**src/rtl/loader_pkg.sv**
```systemverilog
// Shared types and constants for the program image loader.
// The length header is big-endian (first byte is the MSB), the same byte order as the decode constant field.
package loader_pkg;

   localparam int LEN_BYTES = 4;

   typedef enum logic [2:0] {
      S_IDLE,
      S_LEN,
      S_DATA,
`ifdef PROGRAM_LOADER_CHECKSUM_EN
      S_CHK,
`endif
      S_DONE,
      S_ERR
   } loader_state_t;

endpackage

```
**src/rtl/program_loader.sv**
```systemverilog
// Streams a length-prefixed program image into the instruction RAM while holding the core.
// Optional trailing checksum byte is enabled by defining PROGRAM_LOADER_CHECKSUM_EN.
module program_loader
   import loader_pkg::*;
#(
   parameter int ADDR_W    = 8,
   parameter int MEM_BYTES = 256
) (
   input  logic              clk,
   input  logic              reset,
   input  logic              start,
   input  logic              in_valid,
   input  logic [7:0]        in_data,
   output logic              in_ready,
   output logic              wr_en,
   output logic [ADDR_W-1:0] wr_addr,
   output logic [7:0]        wr_data,
   output logic              cpu_hold,
   output logic              done,
   output logic              error,
   output logic [31:0]       bytes_loaded
);

   loader_state_t state;
   logic [31:0]   len_sr;
   logic [1:0]    hdr_cnt;
   logic [31:0]   next_len;
   logic          accept;
`ifdef PROGRAM_LOADER_CHECKSUM_EN
   logic [7:0]    sum;
`endif

   always_comb begin
      in_ready = 1'b0;
      case (state)
         S_LEN, S_DATA: in_ready = 1'b1;
`ifdef PROGRAM_LOADER_CHECKSUM_EN
         S_CHK:         in_ready = 1'b1;
`endif
         default:       in_ready = 1'b0;
      endcase
   end

   assign cpu_hold = in_ready;
   assign accept   = in_valid && in_ready;
   assign next_len = {len_sr[23:0], in_data};

   always_ff @(posedge clk) begin
      if (reset) begin
         state        <= S_IDLE;
         len_sr       <= '0;
         hdr_cnt      <= '0;
         wr_en        <= 1'b0;
         wr_addr      <= '0;
         wr_data      <= '0;
         done         <= 1'b0;
         error        <= 1'b0;
         bytes_loaded <= '0;
`ifdef PROGRAM_LOADER_CHECKSUM_EN
         sum          <= '0;
`endif
      end else begin
         wr_en <= 1'b0;
         case (state)
            S_IDLE, S_DONE, S_ERR: begin
               if (start) begin
                  state        <= S_LEN;
                  done         <= 1'b0;
                  error        <= 1'b0;
                  bytes_loaded <= '0;
                  len_sr       <= '0;
                  hdr_cnt      <= '0;
`ifdef PROGRAM_LOADER_CHECKSUM_EN
                  sum          <= '0;
`endif
               end
            end
            S_LEN: begin
               if (accept) begin
                  len_sr  <= next_len;
                  hdr_cnt <= hdr_cnt + 2'd1;
                  if (hdr_cnt == 2'(LEN_BYTES - 1)) begin
                     // Oversize is rejected here so the payload address can never wrap.
                     if (next_len == 32'd0) begin
`ifdef PROGRAM_LOADER_CHECKSUM_EN
                        state <= S_CHK;
`else
                        state <= S_DONE;
                        done  <= 1'b1;
`endif
                     end else if (next_len > 32'(MEM_BYTES)) begin
                        state <= S_ERR;
                        error <= 1'b1;
                     end else begin
                        state <= S_DATA;
                     end
                  end
               end
            end
            S_DATA: begin
               if (accept) begin
                  wr_en        <= 1'b1;
                  wr_addr      <= bytes_loaded[ADDR_W-1:0];
                  wr_data      <= in_data;
                  bytes_loaded <= bytes_loaded + 32'd1;
`ifdef PROGRAM_LOADER_CHECKSUM_EN
                  sum          <= sum + in_data;
`endif
                  if (bytes_loaded + 32'd1 == len_sr) begin
`ifdef PROGRAM_LOADER_CHECKSUM_EN
                     state <= S_CHK;
`else
                     state <= S_DONE;
                     done  <= 1'b1;
`endif
                  end
               end
            end
`ifdef PROGRAM_LOADER_CHECKSUM_EN
            S_CHK: begin
               if (accept) begin
                  if (in_data == sum) begin
                     state <= S_DONE;
                     done  <= 1'b1;
                  end else begin
                     state <= S_ERR;
                     error <= 1'b1;
                  end
               end
            end
`endif
            default: state <= S_IDLE;
         endcase
      end
   end

endmodule

```
**config.mk**
```make
export PLATFORM = sky130hd
export DESIGN_NAME = program_loader
export DESIGN_NICKNAME = d
export VERILOG_FILES = /design/src/rtl/loader_pkg.sv /design/src/rtl/program_loader.sv
export SDC_FILE = /design/constraint.sdc
export NUM_CORES = 1
export LEC_CHECK = 0
export BUFFER_PORTS_ARGS = -buffer_cell sky130_fd_sc_hd__buf_2
export CELL_PAD_IN_SITES_DETAIL_PLACEMENT = 0
export CELL_PAD_IN_SITES_GLOBAL_PLACEMENT = 1
export CORE_ASPECT_RATIO = 1.1
export CORE_MARGIN = 1
export CORE_UTILIZATION = 34
export DETAILED_ROUTE_END_ITERATION = 10
export PLACE_DENSITY_LB_ADDON = 0.1
export SLEW_MARGIN = 10
export SYNTH_ARGS = -nofsm -noshare
export SYNTH_HDL_FRONTEND = slang
export SYNTH_SLANG_ARGS = --single-unit
```
**constraint.sdc**
```tcl
create_clock -name clk -period 3.11 [get_ports clk]
set_clock_uncertainty 0.2 [all_clocks]
set_input_delay 0.4665 -clock clk [delete_from_list [all_inputs] [get_ports clk]]
set_output_delay 0.4665 -clock clk [all_outputs]
set_load 0.02 [all_outputs]
```
# [Word level (Yosys, flattened, before mapping)]
# Cells that the tools add are included.
[totals] register_bits=88 input_bits=12
[op_classes] addsub=2 order_cmp=1 eq_ne=14 n_mux=30 bitwise_logic=1 reduce_logical=15
[ops] cell="case mux 32 bit (2 select lines)" count=2
[ops] cell="2-to-1 mux 32 bit" count=3
[ops] cell="adder 32 x 1 -> 32 bit, second input constant" count=1
[ops] cell="equality test 32 bit" count=1
[ops] cell="greater-than comparator 32 x 9 -> 1 bit, second input constant" count=1
[ops] cell="logical NOT 32 bit" count=1
[ops] cell="2-to-1 mux 3 bit" count=7
[ops] cell="!= test 2 bit, second input constant" count=8
[ops] cell="2-to-1 mux 1 bit" count=12
[ops] cell="case mux 3 bit (3 select lines)" count=1
[ops] cell="AND reduction 7 bit" count=1
[ops] cell="equality test 3 x 2 -> 1 bit, second input constant" count=2
[ops] cell="AND reduction 3 bit" count=2
[ops] cell="AND reduction 6 bit" count=1
[ops] cell="AND reduction 5 bit" count=1
[ops] cell="2-to-1 mux 2 bit" count=2
[ops] cell="case mux 2 bit (2 select lines)" count=1
[ops] cell="nonzero test 2 bit" count=2
[ops] cell="OR reduction 2 bit" count=2
[ops] cell="equality test 3 x 1 -> 1 bit, second input constant" count=1
[ops] cell="equality test 3 bit, second input constant" count=1
[ops] cell="logical NOT 3 bit" count=1
[ops] cell="case mux 1 bit (3 select lines)" count=1
[ops] cell="nonzero test 3 bit" count=1
[ops] cell="7 further kinds" count=7

# [Depth between registers and ports, before layout]
[depth] depth_word=6 mapped_depth=10 ltp_nobuf=9

# [Worst setup path before layout]
# OpenSTA, ideal clock, no wires.
[synth_path] path_kind="register to register" start="register bytes_loaded[1]" end="register state[1]" setup_ns=0.086 arrival_time_ns=2.963 required_time_ns=2.824 path_slack_ns=-0.140 stages_incl_launch_ff=11 path_cell_list="dfxtp_1 -> ha_1 -> nand3_4 -> or4_4 -> or3_1 -> clkbuf_1 -> xnor2_1 -> nor3_1 -> and4_1 -> a41oi_4 -> a221oi_2"
[synth_via] elab_chain_len=4
[synth_rtl] item="start: declaration" line="program_loader.sv:21" rtl="output logic [31:0] bytes_loaded"
[synth_rtl] item="start signal: assignment" line="program_loader.sv:105" rtl="bytes_loaded <= bytes_loaded + 32'd1;"
[synth_rtl] item="adder 32 x 1 -> 32 bit" line="program_loader.sv:109" rtl="if (bytes_loaded + 32'd1 == len_sr) begin"
[synth_rtl] item="equality test 32 bit" line="program_loader.sv:109"
[synth_rtl] item="!= test 2 bit (no source line)"
[synth_rtl] item="AND reduction 5 bit (no source line)"
[synth_rtl] item="end signal: assignment" line="program_loader.sv:95" rtl="state <= S_DATA;"
[synth_rtl] item="end signal: assignment" line="program_loader.sv:113" rtl="state <= S_DONE;"
[synth_rtl] item="end signal: assignment" line="program_loader.sv:132" rtl="default: state <= S_IDLE;"
[synth_rtl] item="end: declaration" line="program_loader.sv:24" rtl="loader_state_t state;"
# No other way between the ends.
# A chain may end at the register's enable or synchronous reset.

# [Final worst setup path]
[layout_path] start="register bytes_loaded[0]" end="register state[1]"
# Same word-level chain as after synthesis.

==> run_summary.xml <==
<?xml version="1.0" encoding="UTF-8"?>
<metrics>
  <group name="yosys">
    <metric name="synth.net_count" unit="">641</metric>
    <metric name="postSynthRegisterBits" unit="">88</metric>
    <metric name="avgSynthCellArea" unit="um2">7.84</metric>
    <metric name="synth.yosys.seq_area_share" unit="%">35.8</metric>
    <metric name="synth.cell_area" unit="um2">4920</metric>
    <metric name="ys_dominant_reg_cell" unit="">sky130_fd_sc_hd__dfxtp_1</metric>
    <metric name="yosysWarningCount" unit="">0</metric>
    <metric name="synth_edf_count" unit="">0</metric>
    <metric name="syn-instance-count" unit="">627</metric>
    <metric name="synth_async_sr_flop_share" unit="%">0</metric>
    <metric name="yosysUniqueCellTypes" unit="">62</metric>
  </group>
  <group name="placement">
    <metric name="place_congestion" unit="">0.900</metric>
    <metric name="portBuffers" unit="">64</metric>
    <metric name="hpwl" unit="um">12000</metric>
    <metric name="dp_worst_setup_slack" unit="ns">0.0291</metric>
  </group>
  <group name="clock_network">
    <metric name="insertion_delay" unit="ns">0.36</metric>
    <metric name="clock_path_buffers" unit="">2</metric>
    <metric name="h-tree-depth" unit="">3</metric>
    <metric name="clkSinkCount" unit="">88</metric>
    <metric name="clk_pin_slew_worst_paths" unit="ns">0.07</metric>
    <metric name="cts_root_buffer" unit="">sky130_fd_sc_hd__clkbuf_16</metric>
    <metric name="tritoncts.num_buffers" unit="">9</metric>
    <metric name="cts_tree" unit="">built</metric>
  </group>
  <group name="floorplanning">
    <metric name="fp.dieArea" unit="um2">15000</metric>
    <metric name="num_io_pins" unit="">65</metric>
    <metric name="dieHeight" unit="um">128</metric>
    <metric name="coreArea" unit="um2">14000</metric>
    <metric name="floorplan.die.width" unit="um">117</metric>
    <metric name="num_rows" unit="">45</metric>
    <metric name="initial_utilization" unit="%">35.2</metric>
  </group>
  <group name="detailed_routing">
    <metric name="drt_first_pass_iters" unit="">5</metric>
    <metric name="detail_route.vias_per_cell" unit="">5.42</metric>
    <metric name="vias" unit="">4817</metric>
    <metric name="totalWireLength" unit="um">16700</metric>
    <metric name="drt-wirelength-per-cell" unit="um">18.8</metric>
    <metric name="drt_drc_violations_left" unit="">0</metric>
    <metric name="route.antenna.remaining_nets" unit="">0</metric>
    <metric name="first_iter_violations" unit="">337</metric>
  </group>
  <group name="layout">
    <metric name="diodes" unit="">0</metric>
    <metric name="layout-drive-gt1-share" unit="%">22.1</metric>
    <metric name="finish.net_count" unit="">710</metric>
    <metric name="syn_to_final_growth" unit="%">20.7</metric>
    <metric name="n_fill_cell" unit="">1508</metric>
  </group>
  <group name="timing">
    <metric name="setup-tns-final" unit="ns">0</metric>
    <metric name="grt_setup_unrepaired" unit="">no</metric>
    <metric name="final_worst_path_period_need" unit="ns">2.96</metric>
    <metric name="timing.final.crit_share" unit="%">95.3</metric>
    <metric name="post-route-worst-setup-slack" unit="ns">0.145</metric>
    <metric name="setup_viol" unit="">0</metric>
    <metric name="achievable-frequency" unit="MHz">337</metric>
    <metric name="slew_violations" unit="">0</metric>
    <metric name="max_slew_margin" unit="%">30.5</metric>
    <metric name="worst_max_slew_pin_slew" unit="ns">1.04</metric>
    <metric name="count_of_final_hold_check_violations" unit="">0</metric>
  </group>
  <group name="critical_path">
    <metric name="critical_path.startpoint_type" unit="">register</metric>
    <metric name="rrSetupSlack" unit="ns">0.15</metric>
    <metric name="critPathKind" unit="">reg -&gt; reg</metric>
    <metric name="timing.reg2reg.worst_path_depth" unit="">9</metric>
    <metric name="arr_time_crit_path" unit="ns">3.03</metric>
    <metric name="regToRegStartpoint" unit="">bytes_loaded[0]$_SDFFE_PP0P_</metric>
    <metric name="crit_fanout" unit="">8</metric>
    <metric name="worst_ep_required_time" unit="ns">3.17</metric>
    <metric name="crit-reg2reg-capture" unit="">state[1]$_SDFFE_PP0P_</metric>
    <metric name="cp-end-kind" unit="">register</metric>
  </group>
  <group name="hold_path">
    <metric name="min_path_cells" unit="">3</metric>
    <metric name="hp-start" unit="">in_data[5]</metric>
    <metric name="end_of_the_worst_hold_path" unit="">wr_data[5]$_SDFFE_PP0P_</metric>
    <metric name="hold_path.class" unit="">in -&gt; reg</metric>
  </group>
  <group name="power">
    <metric name="power.static_leakage" unit="nW">2.31</metric>
    <metric name="worst_ir_drop_vdd" unit="mV">0.293</metric>
    <metric name="cellPowerDensity" unit="nW/um2">549</metric>
  </group>
  <group name="global_route">
    <metric name="gr-usage-all-layers" unit="%">23.8</metric>
    <metric name="number_of_global_route_vias_before_repair" unit="">4517</metric>
    <metric name="global_route_wire_length_before_repair" unit="um">26400</metric>
    <metric name="grt_max_degree" unit="">53</metric>
    <metric name="antenna_found_initial" unit="">0</metric>
    <metric name="gr-total-overflow" unit="">0</metric>
  </group>
  <group name="run_status">
    <metric name="run_status" unit="">finished clean</metric>
  </group>
  <group name="run">
    <metric name="maxCapViolCount" unit="">0</metric>
  </group>
</metrics>
-- area by class of cell --
cell class | instances | area (um2) | share of cell area (%)
well taps | 188 | 235 | 3.96
inverters | 10 | 37.5 | 0.632
clock buffers | 10 | 229 | 3.86
flip-flops and latches | 88 | 1770 | 29.8
repair buffers | 111 | 673 | 11.3
clock inverters | 6 | 48.8 | 0.822
multi-input cells | 476 | 2950 | 49.6
-- registers in the layout, summed over array words and instances, names as in the netlist --
register,cells
hdr_cnt,2
len_sr,32
bytes_loaded,32
wr_en,1
wr_data,8
done,1
error,1
state,3
wr_addr,8
-- logic make-up after synthesis --
logic type,synth area share (%)
multiplexers,0.611
buffers and inverters,5.24
AO/OA/AOI/OAI,21.6
adder cells (fa/ha/maj),0.509
AND/OR/NAND/NOR,28.2
flip-flops,35.8
XOR/XNOR,8.01
-- metrics by stage --
stage	instances	power [mW]	area [um2]	hold WS, ns	util [%]
final	889	3.26	5940	0.170	42.5
after detailed placement	871	2.22	5610	0.244	40.2
after global placement	871	2.22	5610	0.242	40.2
after CTS	887	3.30	5890	0.160	42.2
after global routing	889	3.45	5940	0.176	42.5
after floorplan	627	1.92	4930	0.281	-
-- per-layer routing --
metal	part of all wire [%]	GRT usage [%]
met5	0	0
met4	2.3	9.38
met2	49	38.1
met3	3.9	4.02
met1	45	31.5
-- cell usage after synthesis, drive strengths merged (4+ instances only) --
library cell,number,area (um2)
inv,10,37.5
xor2,12,105
a211oi,6,45.0
xnor2,33,289
or3,7,43.8
a31oi,4,25.0
nand4,16,128
a21oi,56,280
dfxtp,88,1760
or4,5,41.3
o21ai,32,160
and3,7,43.8
nand2,69,259
nor2b,4,25.0
nor2,86,323
a22oi,39,293
buf,12,65.1
nand3,13,82.6
nor3,18,118
clkbuf,41,155
nor4,17,149
nand2b,8,50.1
-- repair_timing --
item,CTS,global route
setup buffers,0,2
hold buffers,0,0
gates resized for setup,0,8
setup endpoints to repair,0,4
-- worst max-delay path, stage by stage, from the launching register on --
cell                       delay, ns
sky130_fd_sc_hd__dfxtp_2        0.39
sky130_fd_sc_hd__ha_4           0.20
sky130_fd_sc_hd__nand3_4        0.14
sky130_fd_sc_hd__or4_4          0.61
sky130_fd_sc_hd__or3_4          0.42
sky130_fd_sc_hd__xnor2_1        0.14
sky130_fd_sc_hd__nor3_1         0.14
sky130_fd_sc_hd__and4_4         0.25
sky130_fd_sc_hd__a41oi_4        0.13
sky130_fd_sc_hd__a221oi_2       0.26
-- cell usage in the layout, fill, tap and decap left out, drive strengths merged, types with 5 or more instances in the layout --
| master | count |
|---|---|
| buf | 111 |
| dfxtp | 88 |
| nor2 | 86 |
| nand2 | 69 |
| a21oi | 56 |
| a22oi | 39 |
| xnor2 | 33 |
| o21ai | 32 |
| nor3 | 18 |
| nor4 | 17 |
| nand4 | 16 |
| inv | 14 |
| nand3 | 13 |
| xor2 | 12 |
| clkbuf | 10 |
| nand2b | 8 |
| and3 | 7 |
| or3 | 7 |
| a211oi | 6 |
| or4 | 5 |
-- power by group --
part	switching, mW	internal, mW	leakage (nW)
logic	0.650	0.298	1.46
registers	0.0726	1.18	0.712
clock network	0.508	0.554	0.138
total	1.23	2.03	2.31
-- worst max path at each step --
stage | from | end | cells after the start
floorplan | bytes_loaded[0]$_SDFFE_PP0P_ | state[1]$_SDFFE_PP0P_ | 10
global placement | bytes_loaded[0]$_SDFFE_PP0P_ | state[1]$_SDFFE_PP0P_ | 9
detailed placement | bytes_loaded[0]$_SDFFE_PP0P_ | state[1]$_SDFFE_PP0P_ | 9
CTS | bytes_loaded[0]$_SDFFE_PP0P_ | state[1]$_SDFFE_PP0P_ | 9
global route | bytes_loaded[1]$_SDFFE_PP0P_ | state[1]$_SDFFE_PP0P_ | 9
finish | bytes_loaded[0]$_SDFFE_PP0P_ | state[1]$_SDFFE_PP0P_ | 9
No activity file was read; power rests on OpenSTA's default activity.
